File: config.mk
export PLATFORM = sky130hd
export DESIGN_NAME = reg_file_wb_flat
export DESIGN_NICKNAME = d
export VERILOG_FILES = /design/src/rtl/reg_file_wb_if.sv /design/src/rtl/reg_file_wb.sv /design/src/flat_wrapper.sv
export SDC_FILE = /design/constraint.sdc
export NUM_CORES = 2
export LEC_CHECK = 0
export BUFFER_PORTS_ARGS = -buffer_cell sky130_fd_sc_hd__buf_4
export CAP_MARGIN = 10
export CORE_MARGIN = 1
export CORE_UTILIZATION = 56
export DETAILED_ROUTE_END_ITERATION = 10
export HOLD_SLACK_MARGIN = 0.03
export PLACE_DENSITY = 0.7
export SYNTH_ARGS = -nofsm -noshare
export SYNTH_HDL_FRONTEND = slang
export SYNTH_SLANG_ARGS = --single-unit
File: constraint.sdc
create_clock -name clk -period 4.1 [get_ports clk]
set_clock_uncertainty 0.1 [all_clocks]
set_input_delay 0 -clock clk [delete_from_list [all_inputs] [get_ports clk]]
set_output_delay 0 -clock clk [all_outputs]
set_load 0.02 [all_outputs]
File: src/rtl/reg_file_wb_if.sv
// Decode/write-back side bus of the integer register file: write-back commit,
// two bypassed read ports and the pending-write scoreboard.
interface reg_file_wb_if #(
  parameter int XLEN = 32
);
  logic            Stall;
  logic            flush;
  logic            wb_en;
  logic [4:0]      wb_rd;
  logic [XLEN-1:0] wb_data;
  logic [4:0]      rs1_addr;
  logic [4:0]      rs2_addr;
  logic [XLEN-1:0] rs1_data;
  logic [XLEN-1:0] rs2_data;
  logic            sb_set;
  logic [4:0]      sb_set_rd;
  logic            rs1_busy;
  logic            rs2_busy;
  logic [5:0]      pend_cnt;

  modport master (
    output Stall, flush, wb_en, wb_rd, wb_data, rs1_addr, rs2_addr, sb_set, sb_set_rd,
    input  rs1_data, rs2_data, rs1_busy, rs2_busy, pend_cnt
  );

  modport slave (
    input  Stall, flush, wb_en, wb_rd, wb_data, rs1_addr, rs2_addr, sb_set, sb_set_rd,
    output rs1_data, rs2_data, rs1_busy, rs2_busy, pend_cnt
  );
endinterface

File: src/rtl/reg_file_wb.sv
// Architectural register file with write-through bypass and a pending-write
// scoreboard (per-register busy bits plus a registered popcount).
module reg_file_wb #(
  parameter int XLEN    = 32,
  parameter int REG_NUM = 32
) (
  input  logic          clk,
  input  logic          rst,
  reg_file_wb_if.slave  bus
);

  logic [XLEN-1:0]    regs_q [REG_NUM];
  logic [REG_NUM-1:0] pend_q, pend_d;
  logic [5:0]         cnt_q, cnt_d;
  logic               wr_hit, set_hit, inc, dec;

  assign wr_hit  = bus.wb_en && (bus.wb_rd != 5'd0);
  assign set_hit = bus.sb_set && !bus.Stall && !bus.flush && (bus.sb_set_rd != 5'd0);

  // Set beats clear on the same index: the newly issued producer owns the bit.
  assign inc = set_hit && !pend_q[bus.sb_set_rd];
  assign dec = wr_hit && pend_q[bus.wb_rd] && !(set_hit && (bus.sb_set_rd == bus.wb_rd));

  always_comb begin
    pend_d = pend_q;
    cnt_d  = cnt_q + {5'd0, inc} - {5'd0, dec};
    if (wr_hit)  pend_d[bus.wb_rd]     = 1'b0;
    if (set_hit) pend_d[bus.sb_set_rd] = 1'b1;
    if (bus.flush) begin
      pend_d = '0;
      cnt_d  = '0;
    end
  end

  always_ff @(posedge clk or negedge rst) begin
    if (!rst) begin
      for (int i = 0; i < REG_NUM; i++) regs_q[i] <= '0;
      pend_q <= '0;
      cnt_q  <= '0;
    end else begin
      if (wr_hit) regs_q[bus.wb_rd] <= bus.wb_data;
      pend_q <= pend_d;
      cnt_q  <= cnt_d;
    end
  end

  always_comb begin
    bus.rs1_data = regs_q[bus.rs1_addr];
    if (bus.wb_en && (bus.wb_rd == bus.rs1_addr)) bus.rs1_data = bus.wb_data;
    if (bus.rs1_addr == 5'd0) bus.rs1_data = '0;
  end

  always_comb begin
    bus.rs2_data = regs_q[bus.rs2_addr];
    if (bus.wb_en && (bus.wb_rd == bus.rs2_addr)) bus.rs2_data = bus.wb_data;
    if (bus.rs2_addr == 5'd0) bus.rs2_data = '0;
  end

  // A write presented this cycle resolves the hazard immediately via bypass.
  assign bus.rs1_busy = (bus.rs1_addr != 5'd0) && pend_q[bus.rs1_addr]
                        && !(bus.wb_en && (bus.wb_rd == bus.rs1_addr));
  assign bus.rs2_busy = (bus.rs2_addr != 5'd0) && pend_q[bus.rs2_addr]
                        && !(bus.wb_en && (bus.wb_rd == bus.rs2_addr));
  assign bus.pend_cnt = cnt_q;

endmodule
File: src/flat_wrapper.sv
// flat-port wrapper written by rule: the top's interface ports become plain ports
module reg_file_wb_flat 
#(
  parameter int XLEN    = 32,
  parameter int REG_NUM = 32
)
  (clk, rst, bus_Stall, bus_flush, bus_wb_en, bus_wb_rd, bus_wb_data, bus_rs1_addr, bus_rs2_addr, bus_sb_set, bus_sb_set_rd, bus_rs1_data, bus_rs2_data, bus_rs1_busy, bus_rs2_busy, bus_pend_cnt);
  reg_file_wb_if #(.XLEN(XLEN)) bus_i ();
  input  logic clk;
  input  logic rst;
  input wire logic [$bits(bus_i.Stall)-1:0] bus_Stall;
  input wire logic [$bits(bus_i.flush)-1:0] bus_flush;
  input wire logic [$bits(bus_i.wb_en)-1:0] bus_wb_en;
  input wire logic [$bits(bus_i.wb_rd)-1:0] bus_wb_rd;
  input wire logic [$bits(bus_i.wb_data)-1:0] bus_wb_data;
  input wire logic [$bits(bus_i.rs1_addr)-1:0] bus_rs1_addr;
  input wire logic [$bits(bus_i.rs2_addr)-1:0] bus_rs2_addr;
  input wire logic [$bits(bus_i.sb_set)-1:0] bus_sb_set;
  input wire logic [$bits(bus_i.sb_set_rd)-1:0] bus_sb_set_rd;
  output wire logic [$bits(bus_i.rs1_data)-1:0] bus_rs1_data;
  output wire logic [$bits(bus_i.rs2_data)-1:0] bus_rs2_data;
  output wire logic [$bits(bus_i.rs1_busy)-1:0] bus_rs1_busy;
  output wire logic [$bits(bus_i.rs2_busy)-1:0] bus_rs2_busy;
  output wire logic [$bits(bus_i.pend_cnt)-1:0] bus_pend_cnt;
  assign bus_i.Stall = bus_Stall;
  assign bus_i.flush = bus_flush;
  assign bus_i.wb_en = bus_wb_en;
  assign bus_i.wb_rd = bus_wb_rd;
  assign bus_i.wb_data = bus_wb_data;
  assign bus_i.rs1_addr = bus_rs1_addr;
  assign bus_i.rs2_addr = bus_rs2_addr;
  assign bus_i.sb_set = bus_sb_set;
  assign bus_i.sb_set_rd = bus_sb_set_rd;
  assign bus_rs1_data = bus_i.rs1_data;
  assign bus_rs2_data = bus_i.rs2_data;
  assign bus_rs1_busy = bus_i.rs1_busy;
  assign bus_rs2_busy = bus_i.rs2_busy;
  assign bus_pend_cnt = bus_i.pend_cnt;
  reg_file_wb #(.XLEN(XLEN), .REG_NUM(REG_NUM)) u_core (.clk(clk), .rst(rst), .bus(bus_i));
endmodule
Word-level counts from Yosys, hierarchy flattened
Index checks and enable logic that the tools add are counted.
- register bits after elaboration: 1062
- output and inout bits: 72
- bitwise logic cells: 6
- reductions and logical operators: 29
- eq/ne operators: 3
- muxes and demuxes: 29
- add/subtract/negate cells: 2
- magnitude comparators: 10
- operators with widths (kind ; count):
    bitwise mux 1024 bit ; 1
    two-way mux 32 bit ; 12
    binary-select mux 32 bit (select 5 bit) ; 2
    demux 32 bit (select 5 bit) ; 1
    AND 32 bit ; 1
    inverter 32 bit ; 1
    OR 32 bit ; 1
    less-than comparator 5 x 6 -> 1 bit (second input constant) ; 4
    binary-select mux 1 bit (select 5 bit) ; 4
    nonzero test 5 bit ; 4
    >= comparator 6 bit (second input constant) ; 3
    inverter 5 -> 6 bit ; 3
    logical AND 1 bit ; 17
    == test 5 bit ; 3
    demux 1 bit (select 5 bit) ; 2
    >= comparator 5 x 1 -> 1 bit (second input constant) ; 2
    zero test 5 bit ; 2
    adder 6 x 1 -> 6 bit ; 1
    zero test 1 bit ; 6
    less-than comparator 6 x 1 -> 1 bit (second input constant) ; 1
    two-way mux 1 bit ; 6
    two-way mux 6 bit ; 1
    subtractor 6 x 1 -> 6 bit ; 1

Depth between registers and ports, before layout
- depth after elaboration: 10
- depth in mapped cells: 16
- depth with buffers taken out: 14

Worst setup path before layout
Ideal clock, no wire load.
- path kind: input-to-reg
- from: input port bus_wb_rd[0]
- to: register u_core.cnt_q[5], in the netlist u_core.bus.pend_cnt[5]
- cell stages on the path: 14
- path slack: 1.040 ns
- setup time: 0.125 ns
- arrival: 2.835 ns
- data required time: 3.875 ns
- cell sequence: buf_2 > buf_2 > mux4_2 > a22oi_1 > o2111ai_1 > and4_1 > ha_1 > inv_1 > ha_1 > a21o_1 > a21oi_1 > o21bai_1 > a21oi_1 > mux2_2
- cells in the longest elaborated chain, start to end: 6
- ends and longest elaborated chain (what ; line ; RTL):
    from (decl) ; flat_wrapper.sv:14 ; input wire logic [$bits(bus_i.wb_rd)-1:0] bus_wb_rd;
    binary-select mux 1 bit (select 5 bit) (tied with other cells) ; reg_file_wb.sv:22 ; assign dec = wr_hit && pend_q[bus.wb_rd] && !(set_hit && (bus.sb_set_rd == bus.wb_rd));
    two-way mux 1 bit (implied by the code) (tied with other cells) ; reg_file_wb.sv:22 ;
    logical AND 1 bit or zero test 1 bit (tied branches) ; reg_file_wb.sv:22 ;
    logical AND 1 bit (*) ; reg_file_wb.sv:22 ;
    subtractor 6 x 1 -> 6 bit (*) ; reg_file_wb.sv:26 ; cnt_d = cnt_q + {5'd0, inc} - {5'd0, dec};
    two-way mux 6 bit (*) ; reg_file_wb.sv:29 ; if (bus.flush) begin
    named net u_core.cnt_d[5] ; reg_file_wb.sv:14 ; logic [5:0] cnt_q, cnt_d;
    to (signal assigned) ; reg_file_wb.sv:43 ; cnt_q <= cnt_d;
    to (decl) ; reg_file_wb.sv:14 ;
The timed path passes the listed nets; every way through them passes the cells marked *. The select of a mux whose other input is x is not followed.
A chain may end at the register's enable or synchronous reset.

Final worst setup path
- from: input port bus_flush
- to: register u_core.cnt_q[5], in the netlist u_core.bus.pend_cnt[5]
- cells in the longest elaborated chain, start to end: 8
- ends and longest elaborated chain (what ; line ; RTL):
    from (decl) ; flat_wrapper.sv:12 ; input wire logic [$bits(bus_i.flush)-1:0] bus_flush;
    branches (longest 7 deep; another with adder 6 x 1 -> 6 bit) ; - ;
    two-way mux 6 bit (*) ; reg_file_wb.sv:29 ;
    named net u_core.cnt_d[5] ; reg_file_wb.sv:14 ;
Mark *: on every way through the listed nets, which the timed path passes.

==> results.yml <==
run_status:
  run_status: "complete, no violations"
synth:
  edff_count_synth: 0
  ys_warn_count: 0
  postSynth.topFlopCell: "dfrtp_1"
  mean_instance_size_in_the_synthesized_netlist_um2: 14.21
  synth_seq_cells: 1062
  yosysSeqAreaShare_pct: 45.60
  synth_cells: 4102
  post_synth_num_cell_types: 74
  postSynth.asyncResetShare_pct: 100.0
  synth.net_count: 4167
  synthesis.area_mm2: 0.05828
worst_setup_path:
  crit_type: "in -> reg"
  cell_repeated_most_along_the_worst_path: "a21oi_1"
  critPathCaptureType: "flop"
  arrival_ps: 4120
  critPathLaunch: "bus_flush"
  critical-path-max-stage-delay_ps: 680
  cpMaxStageDelayCell: "dlygate4sd3_1"
  critical_path.top_delay_family: "buffers and inverters"
  cp_cell_sequence: "dlygate4sd3_1 > buf_4 > or3b_2 > dlygate4sd3_1 > a21oi_1 > nand4_1 > and4_1 > ha_1 > inv_1 > ha_1 > a21o_1 > a21oi_1 > o21bai_1 > a21oi_1 > mux2_2"
  cp_data_required_time_ps: 4590
  crit_buf_inv: 4
  r2r_start: "u_core.pend_q[27]"
  startpoint_type: "input pin"
  worst-path-max-fanout: 40
clocking:
  ctsHoldBuffers: 56
  clock_sinks: 1062
  clkSlewWorstSetupHoldPaths_ps: 60
  number_of_buffers_created_by_cts: 113
  tritoncts: "built"
  clk-insertion-delay-late_ps: 710
  ctsLongestPathBuffers: 3
  cts_repair_resize_count: 0
  h-tree-depth: 3
  cts.root.buffer_cell: "clkbuf_16"
  post-cts-setup-buffer-count: 0
global_routing:
  first_pass_grt_wire_length_mm: 274.7
  groute.layer.met1.usage_pct: 47.17
  antenna_found_initial: 1
  total_grt_overflow: 0
  grt_use_met3_pct: 6.723
  grt_pass1_vias: 40438
  globalRouteTotalUtil_pct: 35.21
  grt.met2_usage_pct: 55.93
  pin_count_of_the_biggest_net_entering_global_routing: 97
  grt_most_used_layer: "met2"
sta:
  finalSetupTns_ps: 0
  setup-violations-final: 0
  holdWs_ps: 116.0
  worst_slew_pin_slew_ps: 1199
  final-hold-violation-count: 0
  maxClockFrequency_ghz: 0.2761
  rsz0062_at_grt: "false"
  timing.final.crit_period_ps: 3622
  final.period_utilization_pct: 88.34
  timing.max_slew.rel_slack_pct: 19.60
  finalMaxSlewViolations: 0
floorplanning:
  row_count: 117
  core_region_area_mm2: 0.1025
  ios: 130
  die_y_um: 324.6
  design.die.area_mm2: 0.1054
  start_util_pct: 56.87
  width_of_the_die_um: 324.6
routing:
  via_per_inst: 7.079
  post_detailed_route_count_of_antenna_violating_nets: 0
  drc_errors: 0
  initialDrtViolationCount: 4449
  detailroute.via_count: 39376
  firstDrtPassIters: 6
  postRouteWirelength_mm: 184.2
  post_drt_wl_per_cell_um: 33.12
place:
  place.gp.congestion: 0.8942
  dp.cells: 5295
  io_buffers: 129
  dp.final_hpwl_mm: 112.9
power_and_ir_drop:
  leakagePower_uw: 0.02793
  power_density_mw_per_mm2: 473.4
  ir_drop_uv: 419.2
layout:
  synth_to_final_area_change_pct: 10.89
  non_filler_cells_final: 5562
  design.final.nets: 4163
  share_of_post_route_cells_with_drive_strength_above_1_pct: 47.69
flow_run:
  maxCapViolCount: 0
hold_path:
  hold_class: "in -> async"
-- stage by stage --
| stage | utilization [%] | cell area (um2) | worst slack (ps) | total power, uW |
|---|---|---|---|---|
| floorplan | - | 58280 | 1040 | 18280 |
| finish | 63.07 | 64630 | 478.2 | 30590 |
| detailed placement | 58.85 | 60300 | 870.1 | 20220 |
| CTS | 63.06 | 64620 | 509.4 | 30630 |
| global placement | 58.85 | 60300 | 877.1 | 19940 |
| global route | 63.06 | 64620 | 302.0 | 31770 |
-- worst register-to-register path, stage by stage (launching register included) --
cell and delay [ps]:
dfrtp_1 420, mux4_2 490, nor2b_1 150, a31oi_1 150, o2111ai_1 130, and4_1 220
ha_1 280, inv_1 40, ha_1 200, a21o_1 180, a21oi_1 220, o21bai_1 90
a21oi_1 170, mux2_2 350
-- worst paths after layout --
path | end | slack, ps | cells past startpoint
max in group asynchronous | u_core.regs_q[646] | 3130 | 3
max reg2reg | u_core.bus.pend_cnt[5] | 780 | 13
min | u_core.regs_q[483] | 120 | 3
min in group clk | u_core.pend_q[22] | 160 | 5
max | u_core.bus.pend_cnt[5] | 480 | 15
min reg2reg | u_core.regs_q[1011] | 290 | 0
-- final cells by class --
type | instances | area (um2)
fill | 7644 | 37850
multi-input combinational | 2568 | 29400
sequential | 1062 | 26580
clock buffer | 173 | 3334
timing repair buffer | 337 | 3138
tap | 1368 | 1712
clock inverter | 36 | 405.4
inverter | 16 | 60.06
antenna | 2 | 5.005
-- routing by layer --
metal | wire, um | up-vias
li1 | - | 15860
met1 | 71510 | 21010
met2 | 87820 | 2007
met3 | 15370 | 497
met4 | 9508 | 2
met5 | 13 | -
-- cells in the final DEF, fill, tap and decap left out, types with 16 or more instances in the layout --
| cell type | instances |
|---|---|
| a2111oi_0 | 16 |
| a211oi_1 | 25 |
| a21oi_1 | 58 |
| a221o_1 | 16 |
| a221oi_1 | 74 |
| a22o_1 | 35 |
| a22oi_1 | 24 |
| buf_12 | 33 |
| buf_4 | 243 |
| clkbuf_1 | 33 |
| clkbuf_16 | 114 |
| clkbuf_8 | 26 |
| clkinv_2 | 21 |
| dfrtp_1 | 1062 |
| dlygate4sd3_1 | 55 |
| mux2_2 | 1039 |
| mux2i_1 | 200 |
| mux4_2 | 444 |
| nand2_1 | 90 |
| nand2b_1 | 23 |
| nand3_1 | 23 |
| nor2_1 | 88 |
| nor2_4 | 19 |
| nor2b_1 | 18 |
| nor3_1 | 45 |
| nor4_1 | 20 |
| o21ai_0 | 72 |
| o22ai_1 | 82 |
-- cell usage after synthesis (8+ instances only) --
master     count  area [um2]
o21ai_0       72       360.4
nand3_1       23       115.1
and3_1         8       50.05
nor3_1        47       235.2
a22o_1        35       306.5
nor4_1        20       125.1
nor2b_1       20       125.1
a2111oi_0     16       140.1
xor2_1         8       70.07
a21oi_1       58       290.3
o22ai_1       82       513.0
inv_1         15       56.30
o21ai_1       10       50.05
nor2_1       107       401.6
mux2_2      1039       11700
a211oi_1      25       187.7
dfrtp_1     1062       26580
clkbuf_1     211       792.0
buf_2        133       665.6
a221o_1       16       160.2
nand2_1      105       394.1
buf_6         38       427.9
buf_4         35       262.8
mux4_2       444       10000
xnor2_1       11       96.34
a22oi_1       24       180.2
a221oi_1      74       648.1
o221ai_1       9       78.83
mux2i_1      200        2002
nand2b_1      23       143.9
buf_1         25       93.84
-- power breakdown --
part           switching, uW  internal (uW)
Combinational           2680           3670
Clock                   4380           6020
Sequential              1410          12400
Total                   8480          22100
-- sequential cells by signal (all words and copies together) (netlist names) --
register	count
u_core.pend_q	32
u_core.regs_q	1024
u_core.bus.pend_cnt	6
-- cell families after synthesis --
logic type / after synthesis / synth area share (%)
buf+inv: 472 / 4.345
xor+xnor: 19 / 0.2855
compound gates: 463 / 5.608
simple gates: 395 / 3.313
flops: 1062 / 45.60
mux: 1684 / 40.69
fa+ha+maj: 7 / 0.1632
Note: power is estimated with default switching activity, not from simulation.
